## config.mk

```make
export PLATFORM = sky130hd
export DESIGN_NAME = wb_regfile
export DESIGN_NICKNAME = d
export VERILOG_FILES = /design/src/rtl/cpu_pkg.sv /design/src/rtl/gpr_array.sv /design/src/rtl/wb_regfile.sv
export SDC_FILE = /design/constraint.sdc
export NUM_CORES = 2
export LEC_CHECK = 0
export ABC_CLOCK_PERIOD_IN_PS = 4000
export CAP_MARGIN = 20
export CELL_PAD_IN_SITES_DETAIL_PLACEMENT = 0
export CELL_PAD_IN_SITES_GLOBAL_PLACEMENT = 1
export CORE_MARGIN = 3
export CORE_UTILIZATION = 53
export DETAILED_ROUTE_END_ITERATION = 10
export PLACE_DENSITY_LB_ADDON = 0.12
export SYNTH_ARGS = -nofsm -noshare
export SYNTH_HDL_FRONTEND = slang
export SYNTH_SLANG_ARGS = --single-unit
```

## constraint.sdc

```tcl
create_clock -name clk -period 4 [get_ports clk]
set_input_delay 0.6 -clock clk [delete_from_list [all_inputs] [get_ports clk]]
set_output_delay 0.6 -clock clk [all_outputs]
set_load 0.05 [all_outputs]
```

## src/rtl/cpu_pkg.sv

```systemverilog
// rtl/cpu_pkg.sv - shared write-back select encodings and register index constants
package cpu_pkg;

    typedef enum logic [1:0] {
        WB_SEL_ALU = 2'b00,
        WB_SEL_MEM = 2'b01,
        WB_SEL_PC  = 2'b10,
        WB_SEL_RSV = 2'b11
    } wb_sel_e;

    localparam int unsigned REG_ZERO = 0;
    localparam int unsigned REG_SP   = 29;
    localparam int unsigned REG_RA   = 31;

    localparam logic [31:0] SP_RESET = 32'h0000_0800;

endpackage

```

## src/rtl/gpr_array.sv

```systemverilog
// rtl/gpr_array.sv - GPR storage: one write port, two asynchronous read ports, no bypass
module gpr_array #(
    parameter int          DATA_W  = 32,
    parameter int          ADDR_W  = 5,
    parameter int          SP_IDX  = 29,
    parameter logic [31:0] SP_INIT = 32'h0000_0800
) (
    input  logic              clk,
    input  logic              reset,
    input  logic              we,
    input  logic [ADDR_W-1:0] waddr,
    input  logic [DATA_W-1:0] wdata,
    input  logic [ADDR_W-1:0] raddr_a,
    input  logic [ADDR_W-1:0] raddr_b,
    output logic [DATA_W-1:0] rdata_a,
    output logic [DATA_W-1:0] rdata_b
);

    localparam int NREG = 2 ** ADDR_W;

    logic [DATA_W-1:0] regs [NREG];

    always_ff @(posedge clk or negedge reset) begin
        if (!reset) begin
            for (int i = 0; i < NREG; i++) begin
                regs[i] <= (i == SP_IDX) ? DATA_W'(SP_INIT) : '0;
            end
        end else if (we) begin
            regs[waddr] <= wdata;
        end
    end

    assign rdata_a = regs[raddr_a];
    assign rdata_b = regs[raddr_b];

endmodule

```

## src/rtl/wb_regfile.sv

```systemverilog
// rtl/wb_regfile.sv - write-back select, commit gating, bypassed read ports and commit counter
module wb_regfile
    import cpu_pkg::*;
#(
    parameter int          DATA_W  = 32,
    parameter int          ADDR_W  = 5,
    parameter int          SP_IDX  = REG_SP,
    parameter logic [31:0] SP_INIT = SP_RESET
) (
    input  logic              clk,
    input  logic              reset,
    input  logic [DATA_W-1:0] alu_out,
    input  logic [DATA_W-1:0] mem_out,
    input  logic [DATA_W-1:0] pc_next,
    input  logic [ADDR_W-1:0] write_addr,
    input  logic [1:0]        MemtoReg,
    input  logic              RegWrite,
    input  logic [ADDR_W-1:0] rs_addr,
    input  logic [ADDR_W-1:0] rt_addr,
    output logic [DATA_W-1:0] rs_data,
    output logic [DATA_W-1:0] rt_data,
    output logic [DATA_W-1:0] wb_data,
    output logic              wb_commit,
    output logic [31:0]       commit_cnt
);

    localparam logic [ADDR_W-1:0] ZERO_IDX = ADDR_W'(REG_ZERO);

    logic [DATA_W-1:0] arr_rs;
    logic [DATA_W-1:0] arr_rt;
    logic [31:0]       cnt_q;

    always_comb begin
        wb_data = alu_out;
        case (wb_sel_e'(MemtoReg))
            WB_SEL_MEM: wb_data = mem_out;
            WB_SEL_PC:  wb_data = pc_next;
            default:    wb_data = alu_out;
        endcase
    end

    // Reset level gates the commit so an edge during reset cannot write, and the bypass goes dark with it.
    assign wb_commit = RegWrite && (write_addr != ZERO_IDX) && reset;

    gpr_array #(
        .DATA_W  (DATA_W),
        .ADDR_W  (ADDR_W),
        .SP_IDX  (SP_IDX),
        .SP_INIT (SP_INIT)
    ) u_gpr (
        .clk     (clk),
        .reset   (reset),
        .we      (wb_commit),
        .waddr   (write_addr),
        .wdata   (wb_data),
        .raddr_a (rs_addr),
        .raddr_b (rt_addr),
        .rdata_a (arr_rs),
        .rdata_b (arr_rt)
    );

    always_comb begin
        rs_data = arr_rs;
        if (rs_addr == ZERO_IDX) begin
            rs_data = '0;
        end else if (wb_commit && (rs_addr == write_addr)) begin
            rs_data = wb_data;
        end
    end

    always_comb begin
        rt_data = arr_rt;
        if (rt_addr == ZERO_IDX) begin
            rt_data = '0;
        end else if (wb_commit && (rt_addr == write_addr)) begin
            rt_data = wb_data;
        end
    end

    always_ff @(posedge clk or negedge reset) begin
        if (!reset) begin
            cnt_q <= '0;
        end else if (wb_commit) begin
            cnt_q <= cnt_q + 32'd1;
        end
    end

    assign commit_cnt = cnt_q;

endmodule

```

==> impl_metrics.env <==
export IMPL_crit_reg2reg_launch="commit_cnt[0]"
export IMPL_path_class="in -> out"
export IMPL_grt_setup_unrepaired="no"
export IMPL_crit_fanout=13
export IMPL_root_buffer="clkbuf_16"
export IMPL_insertion_delay_ns=0.71
export IMPL_port_buffers=244
export IMPL_max_cap_viol_count=0
export IMPL_row_count=117
export IMPL_cts_tree="built"
export IMPL_ys_flop_type="dfrtp_1"
export IMPL_internal_power_mw=21.0
export IMPL_min_period_ns=3.99
export IMPL_cts_buffer_depth=3
export IMPL_hold_class="reg -> reg"
export IMPL_core_area_sq_um=102000
export IMPL_combPwrFrac_pct=19.9
export IMPL_fin_cells=6844
export IMPL_critPathLaunchType="input pin"
export IMPL_grt_pass1_vias=42940
export IMPL_end_kind="output pin"
export IMPL_start_util_pct=53.8
export IMPL_worstPathArrival_ns=3.39
export IMPL_gp_congestion=0.881
export IMPL_yosysWarnings=0
export IMPL_ant_nets=0
export IMPL_synth_seq_area_share_pct=48.0
export IMPL_slowest_delay_ns=0.56
export IMPL_final_util_pct=63.5
export IMPL_switching_share_pct=29.5
export IMPL_ios=245
export IMPL_finClkSkew_ns=0.00679
export IMPL_ys_ff_latch=1056
export IMPL_synth_avg_cell_area_sq_um=10.5
export IMPL_ctsHtreeMaxLevel=3
export IMPL_reg2reg_slack_ns=2.15
export IMPL_mostFrequentLayoutCell="dfrtp_1"
export IMPL_hold_end="u_gpr.regs[1001]"
export IMPL_synthesis_nets=5384
export IMPL_finalHoldViolations=0
export IMPL_drv_slew=0
export IMPL_syn2layout_area_growth_pct=18.0
export IMPL_route_detailed_vias_per_inst=6.52
export IMPL_chipHeight_um=328
export IMPL_power_density_nw_per_um2=458
export IMPL_hold_depth=0
export IMPL_routed_wl_um=199000
export IMPL_grt_max_degree=166
export IMPL_seqPwrFrac_pct=42.9
export IMPL_setup_viol_count_final=0
export IMPL_reg2reg_depth=7
export IMPL_power_leakage_nw=28.6
export IMPL_grt_pass1_wl_um=293000
export IMPL_synth_edff_count=0
export IMPL_syn_area_sq_um=55100
export IMPL_die_w_um=328
export IMPL_vdd_ir_drop_max_mv=0.363
export IMPL_dp_cells=6625
export IMPL_clkPwrFrac_pct=37.2
export IMPL_post_route_period_util_pct=99.6
export IMPL_crit_path_cell_trace="dlygate4sd3_1 > buf_8 > nand2_1 > a21o_4 > nor3_4 > buf_12 > buf_4 > nor3_1 > a211oi_2 > buf_4 > buf_12"
export IMPL_run_status="finished clean"
export IMPL_drc=0
export IMPL_yosys_top_cells_area="dfrtp_1, mux4_2, o21ai_0, nand2_1, mux2i_1"
export IMPL_async_reset_ff_share_pct=100
export IMPL_dp_hpwl_um=125000
export IMPL_crit_slowest_cell="dlygate4sd3_1"
export IMPL_drive_gt1_share_pct=21.1
export IMPL_first_pass_iters=6
export IMPL_timing_rr_end="commit_cnt[28]"
export IMPL_power_switching_mw=8.80
export IMPL_worstMarginPinSlew_ns=1.18
export IMPL_synth_top_area_cell="dfrtp_1"
export IMPL_grt_overflow=0
export IMPL_cts_made_buffers=115
export IMPL_layout_nets=5498
export IMPL_netlist_instances=5265
export IMPL_fmax_mhz=251
export IMPL_num_vias=44601
export IMPL_routedWlPerCell_um=29.1
export IMPL_min_delay_start="u_gpr.regs[1001]"
export IMPL_clkTransAtPathRegs_ns=0.06
export IMPL_yosys_cell_types_count=57
export IMPL_antenna_found_initial=3
export IMPL_synth_top_area_share_pct=47.9
export IMPL_grt_usage_pct=37.0
export IMPL_cp_startpoint="reset"
export IMPL_relSlewSlack_pct=21.3
export IMPL_initialDrtViolationCount=5343
export IMPL_final_cell_mix="dfrtp_1, o21ai_0, nand2_1"
export IMPL_clock_sinks=1056
export IMPL_die_area_sq_um=108000
export IMPL_required_ns=3.40
repair_timing:
item | in CTS | in global routing
pin swaps | 0 | 2
hold buffers | 1 | 0
resized for setup | 4 | 6
buffers inserted | 0 | 4
endpoints found under the hold margin | 48 | 0
endpoints found under the setup margin | 4 | 12
flip-flops by register name (all words and copies together), names as in the netlist:
register and cells:
u_gpr.regs 1024, commit_cnt 32
routing by layer:
metal  vias up  track usage (%)  routed length (um)
li1      19252                -                   -
met1     22449             52.9               81400
met2      2427             54.2               86800
met3       469             9.96               22800
met4         4             14.3                8280
met5         -                0                  32
critical path: cells and delay by family:
family	cells	cell delay [ns]
buffers and inverters	6	1.46
AND/OR/NAND/NOR	3	0.46
AO/OA/AOI/OAI	2	0.81
cell usage after synthesis, drive strengths merged, types with 7 or more instances:
cell and count:
nand3 16, a22oi 68, nor2b 7, mux2 100, o22ai 91, a21oi 73
and3 10, xor2 10, a2111oi 9, nand2 1052, o21ai 1023, a211oi 52
clkbuf 407, nor3b 7, buf 155, mux2i 233, a221o 42, nor2 145
o31a 10, o221ai 43, nor3 135, mux4 353, o211ai 17, a221oi 26
xnor2 31, dfrtp 1055, inv 37
worst max-delay path by stage:
stage                       end  slack [ns]  depth (start not counted)
floorplan           rt_data[30]        0.41                          9
global placement    rs_data[11]       -0.37                          8
detailed placement  rs_data[11]       -0.33                         10
CTS                 rs_data[11]       -0.03                         10
global route        rs_data[22]        0.01                         11
finish              rs_data[22]        0.01                         11
power groups by stage:
stage / Sequential (mW) / Clock [mW] / Combinational (mW)
4_1_cts: 12.7 / 11.2 / 5.88
3_3_place_gp: 12.9 / 0 / 5.78
6_report: 12.8 / 11.1 / 5.94
5_1_grt: 12.9 / 11.6 / 6.36
2_1_floorplan: 12.8 / 0 / 3.45
3_5_place_dp: 12.9 / 0 / 5.86
logic make-up after synthesis:
kind of cell / count (synthesis) / share of synthesized area (%)
mux: 686 / 20.7
flops: 1056 / 48.0
xor+xnor: 41 / 0.652
simple gates: 1407 / 10.4
fa+ha+maj: 3 / 0.0681
buf+inv: 599 / 4.88
compound gates: 1473 / 15.4
through the flow:
step | power, mW | setup WS, ns | TNS (ns) | cell area [sq um] | hold WS [ns]
final | 29.8 | 0.0143 | 0 | 65000 | 0.399
after global routing | 30.9 | 0.0129 | 0 | 65000 | 0.405
after CTS | 29.8 | -0.0338 | -0.0338 | 65000 | 0.403
after detailed placement | 18.8 | -0.331 | -0.633 | 61000 | 0.390
after global placement | 18.6 | -0.370 | -2.57 | 61000 | 0.384
after floorplan | 16.2 | 0.408 | 0 | 55100 | 0.304
layout make-up:
class | count | area [sq um]
fillers | 8288 | 37400
multi-input cells | 3610 | 26500
flip-flops and latches | 1056 | 26400
repair buffers | 559 | 6360
clock buffers | 181 | 3510
well taps | 1368 | 1710
clock inverters | 30 | 418
inverters | 37 | 139
diodes | 3 | 7.51
Power figures use the tool's default switching activity.
